**src/rtl/fb_pkg.sv**
```systemverilog
// Shared framebuffer definitions used by the read-side and write-side initiators.
// Holds the frame geometry, the memory word/pixel widths, the reader FSM state
// type and the rule that maps a pixel coordinate to an SDRAM word address.
package fb_pkg;

    localparam int unsigned H_ACTIVE = 320;  // pixels per line
    localparam int unsigned V_ACTIVE = 240;  // lines per frame
    localparam int unsigned X_W      = 9;    // column counter width
    localparam int unsigned Y_W      = 15;   // row counter width
    localparam int unsigned ADDR_W   = 24;   // memory word address width (X_W + Y_W)
    localparam int unsigned DATA_W   = 16;   // RGB565 pixel width

    typedef enum logic [1:0] {
        ST_IDLE,
        ST_REQ,
        ST_ADV,
        ST_FULLWAIT
    } rd_state_e;

    // Each row occupies a 2**X_W word stride, so the address is just {row, column}.
    function automatic logic [ADDR_W-1:0] fb_pack_addr(
        input logic [Y_W-1:0] cy,
        input logic [X_W-1:0] cx
    );
        return {cy, cx};
    endfunction

endpackage

```
**src/rtl/fb_sync_fifo.sv**
```systemverilog
// Single-clock show-ahead FIFO.
// Ports:
//   clk, rst_n  - clock, asynchronous active-low reset
//   flush       - empties the FIFO; wins over a same-cycle push/pop
//   push/push_data - write port; a push into a full FIFO is accepted only
//                  when a pop happens in the same cycle
//   pop         - removes the head entry; ignored when empty
//   head_data   - current head entry (zero when empty), no read latency
//   empty       - no entries stored
//   count       - number of stored entries (0 .. FIFO_DEPTH)
module fb_sync_fifo #(
    parameter int unsigned DATA_W     = 16,
    parameter int unsigned FIFO_DEPTH = 16
) (
    input  logic                         clk,
    input  logic                         rst_n,
    input  logic                         flush,
    input  logic                         push,
    input  logic [DATA_W-1:0]            push_data,
    input  logic                         pop,
    output logic [DATA_W-1:0]            head_data,
    output logic                         empty,
    output logic [$clog2(FIFO_DEPTH):0]  count
);

    localparam int unsigned PTR_W = $clog2(FIFO_DEPTH);

    logic [DATA_W-1:0] mem_q [FIFO_DEPTH];
    logic [PTR_W-1:0]  wr_ptr_q, wr_ptr_d;
    logic [PTR_W-1:0]  rd_ptr_q, rd_ptr_d;
    logic [PTR_W:0]    count_q, count_d;
    logic              is_empty, is_full;
    logic              do_push, do_pop, wr_en;

    assign is_empty = (count_q == '0);
    assign is_full  = (count_q == (PTR_W+1)'(FIFO_DEPTH));

    always_comb begin
        do_pop   = pop && !is_empty;
        do_push  = push && (!is_full || do_pop);
        wr_en    = do_push && !flush;
        wr_ptr_d = wr_ptr_q;
        rd_ptr_d = rd_ptr_q;
        count_d  = count_q;
        if (flush) begin
            wr_ptr_d = '0;
            rd_ptr_d = '0;
            count_d  = '0;
        end else begin
            // Power-of-two depth: pointers wrap by natural overflow.
            if (do_push) wr_ptr_d = wr_ptr_q + 1'b1;
            if (do_pop)  rd_ptr_d = rd_ptr_q + 1'b1;
            count_d = count_q + (PTR_W+1)'(do_push) - (PTR_W+1)'(do_pop);
        end
    end

    always_ff @(posedge clk or negedge rst_n) begin
        if (!rst_n) begin
            wr_ptr_q <= '0;
            rd_ptr_q <= '0;
            count_q  <= '0;
        end else begin
            wr_ptr_q <= wr_ptr_d;
            rd_ptr_q <= rd_ptr_d;
            count_q  <= count_d;
        end
    end

    // Storage needs no reset: an entry is only visible after it has been written.
    always_ff @(posedge clk) begin
        if (wr_en) mem_q[wr_ptr_q] <= push_data;
    end

    assign head_data = is_empty ? '0 : mem_q[rd_ptr_q];
    assign empty     = is_empty;
    assign count     = count_q;

endmodule

```
**src/rtl/fb_line_reader.sv**
```systemverilog
// Framebuffer read-side initiator.
// Walks the frame in raster order, issuing one single-word read per pixel on
// the controller's call/done read channel, and streams the returned pixels to
// the display pipeline through a show-ahead FIFO.
// Ports:
//   clk, rst_n   - clock, asynchronous active-low reset
//   frame_start  - one-cycle pulse restarting the walk at address 0
//   mem_call_rd  - read request, held with mem_addr until mem_done_rd
//   mem_done_rd  - one-cycle read completion, qualifies mem_rdata
//   mem_addr     - read word address {CY, CX}
//   mem_rdata    - read data
//   pix_valid / pix_data / pix_ready - pixel stream (head of FIFO)
//   frame_busy   - a frame walk is in progress
//   underflow    - sticky: consumer asked for a pixel while none was ready
module fb_line_reader #(
    parameter int unsigned H_ACTIVE   = fb_pkg::H_ACTIVE,
    parameter int unsigned V_ACTIVE   = fb_pkg::V_ACTIVE,
    parameter int unsigned X_W        = fb_pkg::X_W,
    parameter int unsigned Y_W        = fb_pkg::Y_W,
    parameter int unsigned ADDR_W     = fb_pkg::ADDR_W,
    parameter int unsigned DATA_W     = fb_pkg::DATA_W,
    parameter int unsigned FIFO_DEPTH = 16
) (
    input  logic              clk,
    input  logic              rst_n,
    input  logic              frame_start,
    output logic              mem_call_rd,
    input  logic              mem_done_rd,
    output logic [ADDR_W-1:0] mem_addr,
    input  logic [DATA_W-1:0] mem_rdata,
    output logic              pix_valid,
    output logic [DATA_W-1:0] pix_data,
    input  logic              pix_ready,
    output logic              frame_busy,
    output logic              underflow
);

    import fb_pkg::*;

    localparam int unsigned CNT_W = $clog2(FIFO_DEPTH) + 1;

    rd_state_e        state_q, state_d;
    logic [X_W-1:0]   cx_q, cx_d;
    logic [Y_W-1:0]   cy_q, cy_d;
    logic             call_q, call_d;
    logic             busy_q, busy_d;
    logic             restart_pend_q, restart_pend_d;
    logic             underflow_q, underflow_d;

    logic             fifo_flush;
    logic             fifo_push;
    logic             fifo_empty;
    logic [CNT_W-1:0] fifo_count;
    logic             space_ok;
    logic             last_col, last_row;

    assign space_ok = (fifo_count < CNT_W'(FIFO_DEPTH));
    assign last_col = (cx_q == X_W'(H_ACTIVE - 1));
    assign last_row = (cy_q == Y_W'(V_ACTIVE - 1));

    always_comb begin
        state_d        = state_q;
        cx_d           = cx_q;
        cy_d           = cy_q;
        restart_pend_d = restart_pend_q;
        fifo_flush     = 1'b0;
        fifo_push      = 1'b0;

        unique case (state_q)
            ST_IDLE: begin
                if (frame_start) begin
                    cx_d       = '0;
                    cy_d       = '0;
                    fifo_flush = 1'b1;
                    state_d    = ST_REQ;
                end
            end
            ST_REQ: begin
                // The request is never withdrawn; a restart is deferred to ADV
                // and the data of the in-flight read is dropped.
                if (frame_start) restart_pend_d = 1'b1;
                if (mem_done_rd) begin
                    fifo_push = !(restart_pend_q || frame_start);
                    state_d   = ST_ADV;
                end
            end
            ST_ADV: begin
                if (frame_start || restart_pend_q) begin
                    // Flush leaves the FIFO empty, so the space check always passes.
                    restart_pend_d = 1'b0;
                    cx_d           = '0;
                    cy_d           = '0;
                    fifo_flush     = 1'b1;
                    state_d        = ST_REQ;
                end else if (last_col && last_row) begin
                    state_d = ST_IDLE;
                end else begin
                    if (last_col) begin
                        cx_d = '0;
                        cy_d = cy_q + 1'b1;
                    end else begin
                        cx_d = cx_q + 1'b1;
                    end
                    state_d = space_ok ? ST_REQ : ST_FULLWAIT;
                end
            end
            ST_FULLWAIT: begin
                if (frame_start) begin
                    cx_d       = '0;
                    cy_d       = '0;
                    fifo_flush = 1'b1;
                    state_d    = ST_REQ;
                end else if (space_ok) begin
                    state_d = ST_REQ;
                end
            end
            default: state_d = ST_IDLE;
        endcase

        call_d      = (state_d == ST_REQ);
        busy_d      = (state_d != ST_IDLE);
        underflow_d = frame_start ? 1'b0 : (underflow_q || (pix_ready && fifo_empty));
    end

    always_ff @(posedge clk or negedge rst_n) begin
        if (!rst_n) begin
            state_q        <= ST_IDLE;
            cx_q           <= '0;
            cy_q           <= '0;
            call_q         <= 1'b0;
            busy_q         <= 1'b0;
            restart_pend_q <= 1'b0;
            underflow_q    <= 1'b0;
        end else begin
            state_q        <= state_d;
            cx_q           <= cx_d;
            cy_q           <= cy_d;
            call_q         <= call_d;
            busy_q         <= busy_d;
            restart_pend_q <= restart_pend_d;
            underflow_q    <= underflow_d;
        end
    end

    fb_sync_fifo #(
        .DATA_W     (DATA_W),
        .FIFO_DEPTH (FIFO_DEPTH)
    ) u_fifo (
        .clk       (clk),
        .rst_n     (rst_n),
        .flush     (fifo_flush),
        .push      (fifo_push),
        .push_data (mem_rdata),
        .pop       (pix_ready),
        .head_data (pix_data),
        .empty     (fifo_empty),
        .count     (fifo_count)
    );

    assign mem_call_rd = call_q;
    assign mem_addr    = fb_pack_addr(cy_q, cx_q);
    assign pix_valid   = !fifo_empty;
    assign frame_busy  = busy_q;
    assign underflow   = underflow_q;

endmodule

```
**config.mk**
```make
export PLATFORM = sky130hd
export DESIGN_NAME = fb_line_reader
export DESIGN_NICKNAME = d
export VERILOG_FILES = /design/src/rtl/fb_pkg.sv /design/src/rtl/fb_sync_fifo.sv /design/src/rtl/fb_line_reader.sv
export SDC_FILE = /design/constraint.sdc
export NUM_CORES = 1
export LEC_CHECK = 0
export ABC_CLOCK_PERIOD_IN_PS = 4000
export CAP_MARGIN = 20
export CORE_ASPECT_RATIO = 0.7
export CORE_MARGIN = 2
export CORE_UTILIZATION = 60
export DETAILED_ROUTE_END_ITERATION = 10
export GPL_TIMING_DRIVEN = 1
export PLACE_DENSITY = 0.8
export RECOVER_POWER = 100
export REMOVE_ABC_BUFFERS = 1
export SLEW_MARGIN = 20
export SYNTH_ARGS = -nofsm -noshare
export SYNTH_HDL_FRONTEND = slang
export SYNTH_SLANG_ARGS = --single-unit
export TNS_END_PERCENT = 5
```
**constraint.sdc**
```tcl
create_clock -name clk -period 4 [get_ports clk]
set_clock_uncertainty 0.1 [all_clocks]
set_input_delay 1 -clock clk [delete_from_list [all_inputs] [get_ports clk]]
set_output_delay 1 -clock clk [all_outputs]
set_load 0.02 [all_outputs]
```
-- After elaboration in Yosys (flattened, before gate mapping)
Memory sizes are Yosys's and may differ from the RTL's.
Index checks and enable logic that the tools add are counted.
- latch bits: 0
- input bits: 21
- ROM bits: 0
- register bits: 43
- memories: 1
- RAM bits: 256
- output and inout bits: 44
- memory list (name ; words ; width ; read ports ; clocked after Yosys merged registers in ; wr ports ; RTL line ; source):
    u_fifo.mem_q ; 16 ; 16 ; 1 ; 0 ; 1 ; fb_sync_fifo.sv:28 ; logic [DATA_W-1:0] mem_q [FIFO_DEPTH];
- add/sub/neg operators: 6
- divide/modulo/power cells: 0
- eq/ne operators: 12
- multipliers: 0
- reduce and logical (&&, ||, !) cells: 23
- order comparisons: 1
- shift-type cells: 0
- bitwise operators: 0
- muxes and demuxes: 35
- operators with widths (operator ; count):
    $mux 15 ; 4
    $mux 9 ; 4
    $pmux 15 s2 ; 1
    $pmux 9 s2 ; 1
    $mux 16 ; 1
    $mux 4 ; 4
    $add 15x1->15 const B ; 1
    $eq 15x8->1 const B ; 1
    $mux 2 ; 7
    $reduce_bool 2->1 ; 5
    $add 9x1->9 const B ; 1
    $eq 9x9->1 const B ; 1
    $mux 1 ; 9
    $add 4x1->4 const B ; 2
    $pmux 2 s4 ; 1
    $ne 3x3->1 const B ; 2
    $reduce_and 3->1 ; 2
    $add 5x1->5 ; 1
    $eq 5x5->1 const B ; 1
    $logic_and 1x1->1 ; 5
    $logic_not 5->1 ; 1
    $lt 5x5->1 const B ; 1
    $mux 5 ; 1
    $sub 5x1->5 ; 1
    10 further kinds ; 19

-- Logic depth before layout (Yosys ltp)
- depth in word-level cells: 8
- mapped depth: 14

-- By module
Synthesis repeated with hierarchy kept, for this count alone.
- cells, all modules: 726
- area, all modules: 12485.7 µm²
- modules (own cells, without submodules) (module ; cells an instance ; sequential area each (µm²) ; area each (µm²) ; instances):
    fb_sync_fifo ; 530 ; 8012.7 ; 10669.0 ; 1
    fb_line_reader ; 196 ; 750.7 ; 1816.7 ; 1

-- Least setup slack after synthesis
Ideal clock, no wire load.
- path kind: input to register
- start point: input frame_start
- end point: memory u_fifo.mem_q[5][0], enable pin
- data required time: 3.491 ns
- stages: 5
- data arrival time: 3.108 ns
- setup slack: 0.383 ns
- path buffers: 1
- cells stage by stage: buf_6 or2_2 a311oi_4 nand2_1 nor3_1
- cells in the longest elaborated chain, start to end: 8
- elaborated cells between the ends (all ways): 12
- RTL lines (element ; RTL line ; source):
    from (decl) ; fb_line_reader.sv:26 ; input logic frame_start,
    $logic_or 1x1->1 ; fb_line_reader.sv:83, fb_line_reader.sv:88 ;
    $logic_not 1->1 ; fb_line_reader.sv:83 ; fifo_push = !(restart_pend_q || frame_start);
    $mux 1 ; fb_line_reader.sv:82 ; if (mem_done_rd) begin
    $mux 1 ; fb_line_reader.sv:69 ; unique case (state_q)
    $logic_and 1x1->1 ; fb_sync_fifo.sv:40 ; do_push = push && (!is_full || do_pop);
    $logic_and 1x1->1 (*) ; fb_sync_fifo.sv:41 ; wr_en = do_push && !flush;
    $mux 1 (*) ; fb_sync_fifo.sv:71 ; if (wr_en) mem_q[wr_ptr_q] <= push_data;
    $mux 1 (implied by the code) (*) ; fb_sync_fifo.sv:71 ;
    to (decl) ; fb_sync_fifo.sv:28 ;
Every way passes the cells marked *; elsewhere a longest branch is shown, timed or not.

-- Final worst setup path
- start point: register u_fifo.rd_ptr_q[0]
- end point: output pix_data[14]
- cells in the longest elaborated chain, start to end: 2
- RTL lines (element ; RTL line ; source):
    from (decl) ; fb_sync_fifo.sv:30 ; logic [PTR_W-1:0] rd_ptr_q, rd_ptr_d;
    from (signal assigned) ; fb_sync_fifo.sv:64 ; rd_ptr_q <= rd_ptr_d;
    $mem_v2 16x16 ; n/a ;
    $mux 16 ; fb_sync_fifo.sv:74 ; assign head_data = is_empty ? '0 : mem_q[rd_ptr_q];
    to (decl) ; fb_line_reader.sv:32 ; output logic [DATA_W-1:0] pix_data,
Every way passes these cells.

==> results.sh <==
export IMPL_grt_pass1_vias=7053
export IMPL_die_area_mm2=0.02179
export IMPL_rows=43
export IMPL_cts_tree="yes"
export IMPL_fin_tns_setup_ps=0
export IMPL_yosys_area_share_simple_pct=5.728
export IMPL_nets=831
export IMPL_yosysSeqAreaShare_pct=70.88
export IMPL_die_w_um=175.6
export IMPL_synth_top_area_share_pct=62.18
export IMPL_drcViolationCount=0
export IMPL_p_int_mw=6.348
export IMPL_postLayoutCoreUtil_pct=71.83
export IMPL_fin_crit_sh_pct=98.35
export IMPL_cts_root_buffer="clkbuf_16"
export IMPL_yosys_cell_types_count=48
export IMPL_slew_limit_headroom_pct=-56.28
export IMPL_worstPathArrival_ps=2830
export IMPL_ff_latch_area_mm2=0.008768
export IMPL_yosys_most_used_dff="edfxtp_1"
export IMPL_synthTopCellsByArea="edfxtp_1 (62%), mux4_2 (15%), dfrtp_1 (8.7%)"
export IMPL_fmax_mhz=254.2
export IMPL_core_area_mm2=0.02001
export IMPL_grt_setup_unrepaired="false"
export IMPL_viasPerCell=6.468
export IMPL_hold_viol=0
export IMPL_drtIter0Drc=896
export IMPL_synth_edf_count=256
export IMPL_wl_per_cell_um=26.49
export IMPL_tightest_slew_ps=2344
export IMPL_synthMuxAreaShare_pct=14.57
export IMPL_required_ps=2900
export IMPL_nFillCells=1219
export IMPL_yosys_warnings=0
export IMPL_drive_above_1_share_pct=18.92
export IMPL_synth_xor_area_share_pct=0.7084
export IMPL_clkSinkCount=299
export IMPL_final_cell_mix="edfxtp_1 (256), mux4_2 (80), dlygate4sd3_1 (45)"
export IMPL_cts_hold_buf=0
export IMPL_power_density_mw_per_mm2=626.3
export IMPL_end_kind="output port"
export IMPL_portBuffers=64
export IMPL_synth_compound_area_share_pct=4.038
export IMPL_grt_first_pass_wirelength_mm=42.83
export IMPL_grt_total_usage_pct=27.00
export IMPL_cp_top_family="multiplexers"
export IMPL_syn_area_per_cell_um2=18.13
export IMPL_path_common_cell="mux4_2"
export IMPL_critical_path_class="reg2out"
export IMPL_holdPathStages=2
export IMPL_io_pins=65
export IMPL_fin_crit_ps=3934
export IMPL_path_buf_inv=2
export IMPL_synth_top_family_by_area="multiplexers"
export IMPL_syn_inst=682
export IMPL_ys_ff_latch=299
export IMPL_cp_cell_sequence="buf_12 -> mux4_2 -> mux4_2 -> and2_0 -> dlygate4sd2_1"
export IMPL_insertion_delay_ps=540
export IMPL_hold_path_class="reg2reg"
export IMPL_multiInputGateArea_mm2=0.003306
export IMPL_share_comb_of_total_power_pct=29.7
export IMPL_worst_path_stages=5
export IMPL_startpoint_type="register"
export IMPL_synth_fa_ha_area_share_pct=1.882
export IMPL_slew_violations=44
export IMPL_grt_max_degree=44
export IMPL_hpwl_mm=16.94
export IMPL_antenna_found_initial=2
export IMPL_vias=7018
export IMPL_p_seq_share_pct=40.3
export IMPL_wl_mm=28.74
export IMPL_cts_buffers=28
export IMPL_synth_area_mm2=0.01236
export IMPL_grt_overflow_total=0
export IMPL_clkPwrFrac_pct=30.0
export IMPL_critPathSlowestCell="mux4_2"
export IMPL_power_switching_share_pct=29.49
export IMPL_start_util_pct=61.77
export IMPL_setup_violations=0
export IMPL_firstDrtPassIters=5
export IMPL_gp_congestion=0.8346
export IMPL_max_cap_viol_count=1
export IMPL_ir_drop_mv=0.3239
export IMPL_outcome="finished with violations"
export IMPL_pre_cts_ws_ps=238.5
export IMPL_mostFrequentLayoutCell="edfxtp_1"
export IMPL_cts_clk_slew_worst_paths_ps=70
export IMPL_async_flop_share_pct=14.38
export IMPL_p_sw_mw=2.655
export IMPL_cp_max_fo=16
export IMPL_slowest_delay_ps=570
export IMPL_synth_area_leader_cell="edfxtp_1"
export IMPL_antenna_left=0
export IMPL_worst_slack_ps=65.99
export IMPL_area_growth_syn_to_layout_pct=16.28
export IMPL_htree_num_levels=1
export IMPL_reg2regPathDepth=7
export IMPL_leakagePower_nw=4.924
export IMPL_violations="max-capacitance violations, max-slew violations"
export IMPL_die_h_um=124.1
export IMPL_cts_max_path_buffers=3
-- repair_timing --
action / CTS / global route
endpoints found under the setup margin: 16 / 3
gates resized for setup: 16 / 3
buffers inserted: 2 / 0
gates cloned: 0 / 0
-- layer usage --
| metal | global-route usage, % | vias up | share of wire, % | wire length [um] |
|---|---|---|---|---|
| met4 | 6.302 | 0 | 2.1 | 608 |
| met3 | 4.762 | 56 | 9.6 | 2766 |
| met2 | 45.35 | 436 | 49 | 14200 |
| met1 | 37.96 | 3585 | 39 | 11170 |
| met5 | 0 | - | 0 | 0 |
| li1 | - | 2941 | - | - |
-- cells in the mapped netlist (3+ instances only) --
cell / instances
nand3_1: 10
buf_6: 6
ha_1: 17
xnor2_1: 4
mux4_2: 80
clkbuf_1: 14
a21oi_1: 15
o41ai_1: 3
nor3_1: 9
nor2b_1: 3
dfrtp_1: 43
xor2_1: 6
or3_1: 3
nor2_1: 36
buf_2: 6
a31oi_1: 6
inv_1: 27
o21ai_0: 34
nand4_1: 5
and3_1: 5
and2_1: 24
nand2_1: 25
o31ai_1: 10
edfxtp_1: 256
buf_1: 5
-- sequential cells by signal, indices dropped and copies added, names as in the netlist --
| register | cells |
|---|---|
| cx_q | 9 |
| cy_q | 15 |
| frame_busy | 1 |
| mem_call_rd | 1 |
| restart_pend_q | 1 |
| state_q | 2 |
| u_fifo.count | 5 |
| u_fifo.mem_q | 256 |
| u_fifo.rd_ptr_q | 4 |
| u_fifo.wr_ptr_q | 4 |
| underflow | 1 |
-- stage by stage --
stage               hold slack, ps  power, mW  cell area [um2]  instances
floorplan                    395.9      5.525            12190        651
global placement             402.5      6.333            13610       1030
detailed placement           411.2      6.447            13610       1030
CTS                          428.2      9.084            14540       1084
global route                 451.4      9.352            14380       1085
finish                       410.7      9.004            14380       1085
-- cell type report --
cell class | instances | share of cell area [%]
flip-flops and latches | 299 | 60.99
diodes | 1 | 0.01741
inverters | 27 | 0.7050
well taps | 270 | 2.350
clock buffers | 39 | 5.448
clock inverters | 13 | 1.070
multi-input cells | 325 | 22.99
repair buffers | 111 | 6.423
-- tightest hold or removal path, cell delays in order, from the launching register on --
cell	delay (ps)
dfrtp_1	350
a21oi_1	40
nor2_1	80
-- worst paths after layout --
path	startpoint	to	slack, ps
max	u_fifo.rd_ptr_q[0]	pix_data[14]	70
min	underflow	underflow	410
max reg2reg	state_q[1]	u_fifo.mem_q[4][7]	470
min reg2reg	underflow	underflow	410
max in group asynchronous	rst_n	u_fifo.rd_ptr_q[0]	1080
min in group asynchronous	rst_n	cx_q[5]	1070
-- power by group through the flow --
stage / Sequential [mW] / Clock (mW) / Combinational [mW]
after floorplan: 3.90 / 0 / 1.62
after global placement: 3.70 / 0 / 2.63
after detailed placement: 3.71 / 0 / 2.73
after CTS: 3.62 / 2.73 / 2.73
after global routing: 3.63 / 2.84 / 2.88
final: 3.63 / 2.70 / 2.68
-- logic make-up after synthesis --
logic type / after synthesis
flip-flops: 299
XOR/XNOR: 10
buffers and inverters: 58
adder cells (fa/ha/maj): 18
multiplexers: 80
AND/OR/NAND/NOR: 137
AO/OA/AOI/OAI: 80
No activity file was read; power rests on OpenSTA's default activity.
